`config.mk`:
```
export PLATFORM = sky130hd
export DESIGN_NAME = counter_report_tx
export DESIGN_NICKNAME = d
export VERILOG_FILES = /design/src/rtl/counter_report_tx.sv
export SDC_FILE = /design/constraint.sdc
export NUM_CORES = 1
export LEC_CHECK = 0
export CAP_MARGIN = 20
export CORE_AREA = 8 8 74 88
export DETAILED_ROUTE_END_ITERATION = 10
export DIE_AREA = 0 0 82 96
export PLACE_DENSITY = 0.7
export SLEW_MARGIN = 20
export SYNTH_ARGS = -nofsm -noshare
export SYNTH_HDL_FRONTEND = slang
export SYNTH_SLANG_ARGS = --single-unit
```
`constraint.sdc`:
```
create_clock -name clk -period 1.65 [get_ports clk]
set_input_delay 0.2475 -clock clk [delete_from_list [all_inputs] [get_ports clk]]
set_output_delay 0.2475 -clock clk [all_outputs]
set_load 0.005 [all_outputs]
```
`src/rtl/counter_report_tx.sv`:
```
// counter_report_tx
//
// Purpose:
//   Reports a counter value as ASCII decimal text over a simple byte
//   transmitter handshake. On a report request the current counter value is
//   clamped to MAX_VAL, converted to four BCD digits with a sequential
//   shift-add-3 (double dabble) converter, and sent as thousands, hundreds,
//   tens, ones, keeping leading zeros.
//
// Configuration macro:
//   REPORT_CRLF_EN - when defined, a CR (0x0D) and LF (0x0A) follow the ones
//                    digit, giving 6 bytes per report. When undefined, exactly
//                    4 bytes are sent and no CR/LF logic exists.
//
// Parameters:
//   MAX_VAL     largest reportable value; larger counter values are clamped
//
// Ports:
//   clk         system clock, all state changes on its rising edge
//   rst         asynchronous active-high reset
//   counter     [13:0] live counter value to report
//   report_req  single-cycle request to report the current counter value
//   tx_busy     transmitter busy, no new byte may start while high
//   tx_done     single-cycle pulse when the transmitter finishes a byte
//   tx_data     [7:0] ASCII byte offered to the transmitter
//   tx_start    single-cycle start pulse qualifying tx_data
//   busy        high from request acceptance until the last byte's tx_done

module counter_report_tx #(
  parameter int MAX_VAL = 9999
) (
  input  logic        clk,
  input  logic        rst,
  input  logic [13:0] counter,
  input  logic        report_req,
  input  logic        tx_busy,
  input  logic        tx_done,
  output logic [7:0]  tx_data,
  output logic        tx_start,
  output logic        busy
);

  localparam logic [1:0] IDLE = 2'd0;
  localparam logic [1:0] CONV = 2'd1;
  localparam logic [1:0] SEND = 2'd2;
  localparam logic [1:0] WAIT = 2'd3;

`ifdef REPORT_CRLF_EN
  localparam logic [2:0] LAST_IDX = 3'd5;
`else
  localparam logic [2:0] LAST_IDX = 3'd3;
`endif

  localparam logic [13:0] MAX_CLAMP = 14'(MAX_VAL);
  localparam logic [3:0]  LAST_BIT  = 4'd13;

  logic [1:0]  state;
  logic [13:0] shift_reg;
  logic [15:0] bcd;
  logic [3:0]  bit_cnt;
  logic [2:0]  byte_idx;

  logic [13:0] clamped;
  logic [15:0] bcd_adj;
  logic [15:0] bcd_next;
  logic [7:0]  next_byte;

  // Clamp the live counter so the report never exceeds four decimal digits.
  always_comb begin
    clamped = counter;
    if (counter > MAX_CLAMP) begin
      clamped = MAX_CLAMP;
    end
  end

  // One double-dabble step: every BCD digit of 5 or more gets 3 added before
  // the shift, so the digit carries correctly into the next decade once
  // doubled. The next binary bit enters at the bottom of the ones digit.
  always_comb begin
    bcd_adj = bcd;
    for (int d = 0; d < 4; d++) begin
      if (bcd[4*d +: 4] >= 4'd5) begin
        bcd_adj[4*d +: 4] = bcd[4*d +: 4] + 4'd3;
      end
    end
    bcd_next = (bcd_adj << 1) | {15'd0, shift_reg[13]};
  end

  // Select the byte for the current index. Digits are at most 9, so the
  // ASCII code is simply the digit with 0x3 in the upper nibble.
  always_comb begin
    next_byte = 8'h00;
    case (byte_idx)
      3'd0:    next_byte = {4'h3, bcd[15:12]};
      3'd1:    next_byte = {4'h3, bcd[11:8]};
      3'd2:    next_byte = {4'h3, bcd[7:4]};
      3'd3:    next_byte = {4'h3, bcd[3:0]};
`ifdef REPORT_CRLF_EN
      3'd4:    next_byte = 8'h0D;
      3'd5:    next_byte = 8'h0A;
`endif
      default: next_byte = 8'h00;
    endcase
  end

  // Report sequencer. tx_start defaults low each cycle so it can only ever
  // be a single-cycle pulse. tx_data is written only when a byte starts, so
  // it holds steady while the transmitter works on it. Requests outside IDLE
  // and tx_done outside WAIT fall through the case untouched.
  always_ff @(posedge clk or posedge rst) begin
    if (rst) begin
      state     <= IDLE;
      shift_reg <= 14'd0;
      bcd       <= 16'd0;
      bit_cnt   <= 4'd0;
      byte_idx  <= 3'd0;
      tx_data   <= 8'h00;
      tx_start  <= 1'b0;
      busy      <= 1'b0;
    end else begin
      tx_start <= 1'b0;
      case (state)
        IDLE: begin
          if (report_req) begin
            shift_reg <= clamped;
            bcd       <= 16'd0;
            bit_cnt   <= 4'd0;
            byte_idx  <= 3'd0;
            busy      <= 1'b1;
            state     <= CONV;
          end
        end
        CONV: begin
          bcd       <= bcd_next;
          shift_reg <= {shift_reg[12:0], 1'b0};
          bit_cnt   <= bit_cnt + 4'd1;
          if (bit_cnt == LAST_BIT) begin
            state <= SEND;
          end
        end
        SEND: begin
          if (!tx_busy) begin
            tx_data  <= next_byte;
            tx_start <= 1'b1;
            state    <= WAIT;
          end
        end
        WAIT: begin
          if (tx_done) begin
            if (byte_idx == LAST_IDX) begin
              byte_idx <= 3'd0;
              busy     <= 1'b0;
              state    <= IDLE;
            end else begin
              byte_idx <= byte_idx + 3'd1;
              state    <= SEND;
            end
          end
        end
        default: state <= IDLE;
      endcase
    end
  end

endmodule

```
# ---- Word-level counts from Yosys, hierarchy flattened
# Cells that the tools add are included.
dict set report word_totals {
  reg_bits 49
  latch_bits 0
  mem_bits_rw 0
  romBits 0
  input_bits 19
  out_inout_bits 10
  wordCells 70
  memories 0
}
dict set report classes {
  add_sub_neg 6
  n_mul 0
  n_div 0
  order_cmp 5
  eq_ne 12
  n_shift 0
  n_mux 28
  n_bitwise 2
  n_reduce_logical 9
}
# cell count
set ops {}
lappend ops {{case mux 16 bit (2 select lines)} 1}
lappend ops {{two-way mux 14 bit} 2}
lappend ops {{case mux 14 bit (2 select lines)} 1}
lappend ops {{case mux 6 bit (4 select lines)} 1}
lappend ops {{greater-or-equal comparator 4 x 3 -> 1 bit (second input constant)} 4}
lappend ops {{two-way mux 16 bit} 1}
lappend ops {{two-way mux 4 bit} 4}
lappend ops {{OR 16 x 1 -> 16 bit} 1}
lappend ops {{greater-than comparator 14 bit (second input constant)} 1}
lappend ops {{adder 4 x 2 -> 4 bit (second input constant)} 3}
lappend ops {{two-way mux 3 bit} 4}
lappend ops {{two-way mux 2 bit} 5}
lappend ops {{inequality test 2 bit (second input constant)} 5}
lappend ops {{case mux 2 bit (4 select lines)} 1}
lappend ops {{case mux 4 bit (2 select lines)} 1}
lappend ops {{AND reduction 4 bit} 2}
lappend ops {{equality test 3 x 2 -> 1 bit (second input constant)} 2}
lappend ops {{case mux 3 bit (2 select lines)} 1}
lappend ops {{two-way mux 1 bit} 5}
lappend ops {{adder 4 x 1 -> 4 bit (second input constant)} 1}
lappend ops {{equality test 2 bit (second input constant)} 2}
lappend ops {{equality test 4 bit (second input constant)} 1}
lappend ops {{AND reduction 2 bit} 2}
lappend ops {{nonzero test 2 bit} 2}
lappend ops {{9 further kinds} 9}

# ---- Logic depth before layout (Yosys ltp)
# Gate-level depths: netlist (run 1).
dict set report depth {
  depth_word 4
  mapped_depth 6
  ltp_nobuf 6
}

# ---- Worst setup path before layout (run 1)
# OpenSTA, ideal clock, no wires.
dict set report synth_path {
  path_type {register -> register}
  startpoint {register byte_idx[0]}
  endpoint {register tx_data[4]}
  setup_time_ns 0.152
  arrival_time_ns 1.450
  required_ns 1.498
  setup_slack_ns 0.048
  stages_incl_launch_ff 5
  n_path_buf 0
  synth_period_minus_slack_ns 1.602
  path_cell_list {dfrtp_1 inv_1 ha_1 o41ai_1 o21ai_0}
}
dict set report synth_via {
  elab_chain_len 2
  elab_cells_between_ends 5
  classes_between {eq/ne (3); mux (1); reduce/logical (1)}
}
# element line_no
set synth_lines {}
lappend synth_lines {{start, declared} 61} ;# logic [2:0] byte_idx;
lappend synth_lines {{start signal, assigned} 155} ;# byte_idx <= byte_idx + 3'd1;
lappend synth_lines {{equality test 3 x 2 -> 1 bit (tied with other cells)} 93} ;# case (byte_idx)
lappend synth_lines {{case mux 6 bit (4 select lines) *} 93}
lappend synth_lines {{end signal, assigned} 143} ;# tx_data <= next_byte;
lappend synth_lines {{end, declared} 38} ;# output logic [7:0] tx_data,
# Mark *: on every way between the ends. The rest lies on a longest branch, timed or not.
# A chain may end at the register's enable or synchronous reset.

# ---- Worst setup path in the final report (run 1)
dict set report layout_path {
  startpoint {register bcd[8]}
  endpoint {register bcd[10]}
}
dict set report layout_via {
  elab_chain_len 4
  elab_cells_between_ends 5
  classes_between {add/sub (1); order compare (1); mux (2); bitwise (1)}
}
# element line_no
set layout_lines {}
lappend layout_lines {{start, declared} 59} ;# logic [15:0] bcd;
lappend layout_lines {{start signal, assigned} 134} ;# bcd <= bcd_next;
lappend layout_lines {{adder 4 x 2 -> 4 bit or greater-or-equal comparator 4 x 3 -> 1 bit (tied branches)} {83, 82}}
lappend layout_lines {{two-way mux 4 bit *} 82} ;# if (bcd[4*d +: 4] >= 4'd5) begin
lappend layout_lines {{OR 16 x 1 -> 16 bit *} 86} ;# bcd_next = (bcd_adj << 1) | {15'd0, shift_reg[13]};
lappend layout_lines {{case mux 16 bit (2 select lines) *} 122} ;# case (state)
# Marks and branches as above.

==> results of run 1 <==
-- critical path, stage by stage (launching register included) --
cell and delay (ns):
dfrtp_1 0.42, inv_1 0.13, ha_1 0.22, nand2b_1 0.09, a21oi_2 0.23, mux2i_1 0.28
a22o_1 0.15
-- stage by stage --
stage | cells | hold WS [ns] | util (%)
3_3_place_gp | 326 | 0.463 | 55.1
4_1_cts | 334 | 0.185 | 57.9
3_5_place_dp | 326 | 0.469 | 55.1
6_report | 334 | 0.185 | 58.2
2_1_floorplan | 237 | 0.364 | -
5_1_grt | 334 | 0.203 | 58.2
-- power groups by stage --
| stage | clock, mW | combinational, mW | sequential (mW) |
|---|---|---|---|
| after CTS | 1.06 | 2.14 | 1.97 |
| final | 1.03 | 2.13 | 1.97 |
| after floorplan | 0 | 1.57 | 1.86 |
| after detailed placement | 0 | 2.12 | 1.99 |
| after global routing | 1.11 | 2.40 | 2.04 |
| after global placement | 0 | 2.06 | 1.98 |
-- routing by layer --
layer | vias up | GRT usage [%] | wire length (um)
met5 | - | 0 | 0
met4 | 0 | 6.45 | 118
met3 | 10 | 3.18 | 180
met2 | 38 | 25.0 | 2730
met1 | 932 | 17.9 | 2310
li1 | 935 | - | -
-- area by class of cell --
class | count | area (sq um) | area share, %
multi-input cells | 161 | 1170 | 39.2
well taps | 62 | 77.6 | 2.59
inverters | 18 | 67.6 | 2.25
clock buffers | 6 | 82.6 | 2.76
flip-flops and latches | 46 | 1150 | 38.5
clock inverters | 2 | 60.1 | 2.00
repair buffers | 39 | 383 | 12.8
-- synth_stat cells, types with 2 or more instances --
library cell / instances / area (sq um)
a221oi_1: 4 / 35.0
buf_4: 3 / 22.5
and3_1: 2 / 12.5
buf_6: 3 / 33.8
o31ai_1: 9 / 67.6
nand3_1: 5 / 25.0
nand2_1: 10 / 37.5
ha_1: 14 / 175
nor3b_1: 2 / 15.0
a21oi_1: 9 / 45.0
o22ai_1: 12 / 75.1
mux2i_1: 4 / 40.0
nor2b_1: 6 / 37.5
nand2b_1: 5 / 31.3
dfrtp_1: 46 / 1150
a21o_1: 4 / 30.0
a22o_1: 13 / 114
buf_2: 5 / 25.0
o311ai_1: 2 / 17.5
xnor2_1: 4 / 35.0
nor2_1: 18 / 67.6
a32o_1: 5 / 50.1
o21ai_0: 11 / 55.1
inv_1: 18 / 67.6
a222oi_1: 2 / 20.0
-- kinds of logic (layout without fill, tap and decap cells) --
| kind of cell | after synthesis | count (layout) | synth area share (%) |
|---|---|---|---|
| adders and majority gates | 14 | 14 | 7.12 |
| muxes | 5 | 5 | 2.09 |
| AOI/OAI and AO/OA | 79 | 79 | 23.4 |
| DFF | 46 | 46 | 46.8 |
| other | 1 | 2 | 0.152 |
| and+or+nand+nor | 56 | 56 | 12.4 |
| buffers and inverters | 30 | 65 | 6.20 |
| xor gates and xnor gates | 5 | 5 | 1.78 |
-- worst max path at each step --
stage | from | endpoint | cells after the start
after detailed placement | counter[6] | shift_reg[0]$_DFFE_PP0P_ | 5
after CTS | bcd[8]$_DFFE_PP0P_ | bcd[10]$_DFFE_PP0P_ | 6
after global placement | counter[6] | shift_reg[0]$_DFFE_PP0P_ | 5
after global routing | bcd[8]$_DFFE_PP0P_ | bcd[10]$_DFFE_PP0P_ | 6
final | bcd[8]$_DFFE_PP0P_ | bcd[10]$_DFFE_PP0P_ | 6
after floorplan | byte_idx[0]$_DFFE_PP0P_ | tx_data[4]$_DFFE_PP0P_ | 4
-- repair_timing --
item,CTS,global route
resized for setup,1,4
gates cloned,0,0
endpoints found under the setup margin,1,3
==> impl_metrics.tcl, run 1 <==
set metrics [dict create \
    drive_gt1_share_pct 12.1 \
    mostFrequentLayoutCell "dfrtp_1" \
    hp-class "primary input to asynchronous set/reset pin" \
    core_sq_um 5150 \
    power_switching_mw 1.84 \
    drv_slew 0 \
    critPathMaxFanout 4 \
    synth_area_sq_um 2460 \
    setup_tns_ns 0 \
    numPortBuffers 26 \
    r2r_cells 6 \
    via_count 1915 \
    antenna_found_initial 0 \
    wire_per_inst_um 16.0 \
    vdd.ir_drop.worst_uv 731 \
    yosysSeqAreaShare_pct 46.8 \
    fillers 472 \
    cts_root_buf "clkbuf_8" \
    layout_min_cycle_time_ns 1.58 \
    combPwrFrac_pct 41.5 \
    rsz0062_at_grt "false" \
    seqPwrFrac_pct 38.4 \
    grt_use_total_pct 14.9 \
    pwr-share-clk_pct 20.1 \
    final_area_sq_um 3000 \
    cts_hold_buf 0 \
    htreeDepth 2 \
    power_mw 5.14 \
    endpoint_kind "flop" \
    switching_share_pct 35.7 \
    postPlaceCellArea_sq_um 2840 \
    p_per_area_nw_per_um2 1720 \
    drc 0 \
    required_ns 1.89 \
    finalClockSkew_ns 0.0130 \
    largest_register_ffs 16 \
    cts.sinks 46 \
    ys_warn_count 0 \
    area_growth_syn_to_layout_pct 21.8 \
    grt_overflow 0 \
    wl_um 5340 \
    finalHoldViolCount 0 \
    setup_viol 0 \
    maxCapViolCount 0 \
    first_pass_iters 5 \
    fmax_ghz 0.635 \
    status "complete, no violations" \
    grt_max_degree 38 \
    r2r_start "bcd[8]$_DFFE_PP0P_" \
    clockBufferDepth 2 \
    io-pin-count 29 \
    initial_utilization_pct 47.7 \
    cts_setup_buffers 0 \
    setup_ws_ns 0.0743 \
    synth-edff-count 0 \
    cts_tree "built" \
    ys_seq_elements 46 \
    synth_ff_type "dfrtp_1" \
    pre_cts_ws_ns -0.0751 \
    final_cell_mix "45 x dfrtp_1, 26 x clkdlybuf4s50_1, 18 x nor2_1" \
    die_h_um 96 \
    place_hpwl_um 4080 \
    avgSynthCellArea_sq_um 10.4 \
    p_leak_nw 1.36 \
    viasPerCell 5.73 \
    ys_async_sr_fraction_pct 100 \
    syn_inst 236 \
    gp_congestion 0.829 \
    path_clk_slew_ns 0.09 \
    r2r-end "bcd[10]$_DFFE_PP0P_" \
    grt_pass1_wl_um 9070 \
    worstPathArrival_ns 1.82 \
    drtAntennaViolNets 0 \
    die-area_sq_um 7870 \
    rows 29 \
    p_int_mw 3.30 \
    min_period_over_period_pct 95.5 \
    numCtsBuffers 5 \
    ys_types 45 \
    grt_pass1_vias 1974 \
    insertion_delay_ns 0.30 \
    criticalPathCategory "flop to flop" \
    first_iter_violations 110 \
    reg2reg_slack_ns 0.07 \
    fin_nets 304 \
    start_kind "flop" \
    die_w_um 82 \
    antennaDiodeCount 0 \
]
No activity file was read; power rests on OpenSTA's default activity.
==> run 2, diff against run 1 <==
--- a/config.mk
+++ b/config.mk
@@ -6,9 +6,9 @@
 export NUM_CORES = 1
 export LEC_CHECK = 0
 export CAP_MARGIN = 20
-export CORE_AREA = 8 8 74 88
+export CORE_AREA = 5 5 71 85
 export DETAILED_ROUTE_END_ITERATION = 10
-export DIE_AREA = 0 0 82 96
+export DIE_AREA = 0 0 76 90
 export PLACE_DENSITY = 0.7
 export SLEW_MARGIN = 20
 export SYNTH_ARGS = -nofsm -noshare
==> run 2 against run 1 <==
Compared with the run above: routed wire length decreased by 3.0%; non-clock buffer count rose by 5; flip-flop and latch count did not move; combinational power about the same; die area fell by 13%; critical path type unchanged; largest power group unchanged; highest routed layer unchanged.
==> impl_metrics.tcl, run 2 (synthesis results as in run 1) <==
set metrics [dict create \
    criticalPathCategory "flop to flop" \
    endpoint_kind "flop" \
    numCtsBuffers 5 \
    via_count 1898 \
    postPlaceCellArea_sq_um 2860 \
    path_clk_slew_ns 0.08 \
    core_sq_um 5190 \
    largest_register_ffs 16 \
    grt_use_total_pct 16.0 \
    die-area_sq_um 6840 \
    grt_pass1_vias 1981 \
    min_period_over_period_pct 91.9 \
    cts_tree "built" \
    grt_overflow 0 \
    insertion_delay_ns 0.30 \
    die_w_um 76 \
    finalClockSkew_ns 0.00787 \
    p_leak_nw 1.37 \
    worst_pin_slew_ns 0.520 \
    final_area_sq_um 3000 \
    die_h_um 90 \
    first_pass_iters 4 \
    antenna_found_initial 0 \
    drv_slew 0 \
    initial_utilization_pct 47.4 \
    gp_congestion 0.801 \
    layout_min_cycle_time_ns 1.52 \
    numPortBuffers 26 \
    relSlewSlack_pct 65.3 \
    setup_viol 0 \
    final_cell_mix "45 x dfrtp_1, 26 x clkdlybuf4s50_1, 18 x nor2_1" \
    fmax_ghz 0.659 \
    setup_tns_ns 0 \
    cts_hold_buf 0 \
    cts_root_buf "clkbuf_8" \
    placed_cells 329 \
    drive_gt1_share_pct 13.0 \
    grt_pass1_wl_um 9030 \
    start_kind "flop" \
    status "complete, no violations" \
    maxCapViolCount 0 \
    pre_cts_ws_ns -0.104 \
    first_iter_violations 101 \
    finalHoldViolCount 0 \
    p_per_area_nw_per_um2 1650 \
    drtAntennaViolNets 0 \
    place_hpwl_um 3780 \
    worstPathArrival_ns 1.69 \
    antennaDiodeCount 0 \
    vdd.ir_drop.worst_uv 775 \
    drc 0 \
    cts.sinks 46 \
    rsz0062_at_grt "false" \
    critPathMaxFanout 5 \
    wire_per_inst_um 15.3 \
    rows 29 \
    power_mw 4.96 \
    area_growth_syn_to_layout_pct 22.0 \
    setup_ws_ns 0.134 \
    clockBufferDepth 2 \
    mostFrequentLayoutCell "dfrtp_1" \
    io-pin-count 29 \
    hp-class "primary input to asynchronous set/reset pin" \
    fin_nets 309 \
    required_ns 1.82 \
    wl_um 5180 \
    fin_cells 338 \
    htreeDepth 2 \
    grt_max_degree 47 \
    viasPerCell 5.62 \
]
-- run 2: cell types whose count changed in the layout (fill, tap and decap cells not counted) --
cell,previous run,this run
ha_1,13,14
bufinv_16,2,1
ha_2,1,0
buf_4,11,16
-- run 2: per-stage QoR --
step,hold slack [ns],util (%)
after floorplan,0.364,-
after global placement,0.463,55.1
after detailed placement,0.466,55.1
after CTS,0.305,57.3
after global routing,0.334,57.8
final,0.288,57.8
-- run 2: per-layer routing --
metal | track usage, % | vias to the layer above | share of wire, %
met5 | 0 | - | 0
met4 | 6.08 | 0 | 1.8
met3 | 3.70 | 7 | 3.8
met2 | 27.5 | 36 | 51
met1 | 19.2 | 913 | 43
li1 | - | 942 | -
-- run 2: critical path: stages, from the launching register on --
cell and delay [ns]:
dfrtp_1 0.40, inv_1 0.09, ha_1 0.27, o41ai_1 0.37
buf_4 0.19, o21ai_0 0.07
-- run 2: path summary, 6_finish.rpt --
| kind | from | endpoint | slack [ns] | depth (start not counted) |
|---|---|---|---|---|
| setup / recovery | byte_idx[0]$_DFFE_PP0P_ | tx_data[4]$_DFFE_PP0P_ | 0.13 | 5 |
| hold / removal | rst | tx_data[1]$_DFFE_PP0P_ | 0.29 | 3 |
| setup reg to reg | byte_idx[0]$_DFFE_PP0P_ | tx_data[4]$_DFFE_PP0P_ | 0.13 | 5 |
| hold reg to reg | bit_cnt[3]$_DFFE_PP0P_ | bit_cnt[3]$_DFFE_PP0P_ | 0.48 | 1 |
| max in group asynchronous | rst | state[1]$_DFFE_PP0P_ | 1.13 | 3 |
| min in group clk | bit_cnt[3]$_DFFE_PP0P_ | bit_cnt[3]$_DFFE_PP0P_ | 0.48 | 1 |
-- run 2: layout make-up --
cell class	count	area (sq um)
inverters	18	67.6
clock buffers	6	82.6
clock inverters	1	30.0
well taps	62	77.6
fillers	464	2190
repair buffers	44	420
flip-flops and latches	46	1150
multi-input cells	161	1170
-- run 2: timing repair --
action                                 4_1_cts  5_1_grt
buffers inserted                             0        2
resized for setup                            0        4
endpoints found under the hold margin        0        0
setup endpoints to repair                    0        5
-- run 2: power by group --
group | switching, mW | internal (mW) | total [mW] | leakage (nW)
sequential | 0.426 | 1.57 | 2.00 | 0.574
clock | 0.373 | 0.485 | 0.858 | 0.0573
combinational | 1.01 | 1.09 | 2.11 | 0.744
total | 1.81 | 3.15 | 4.96 | 1.37
==> run 3, diff against run 2 <==
--- a/config.mk
+++ b/config.mk
@@ -9,6 +9,7 @@
 export CORE_AREA = 5 5 71 85
 export DETAILED_ROUTE_END_ITERATION = 10
 export DIE_AREA = 0 0 76 90
+export GPL_ROUTABILITY_DRIVEN = 1
 export PLACE_DENSITY = 0.7
 export SLEW_MARGIN = 20
 export SYNTH_ARGS = -nofsm -noshare
==> results of run 3 <==
Final layout, timing and power as in run 2 (identical DEF).
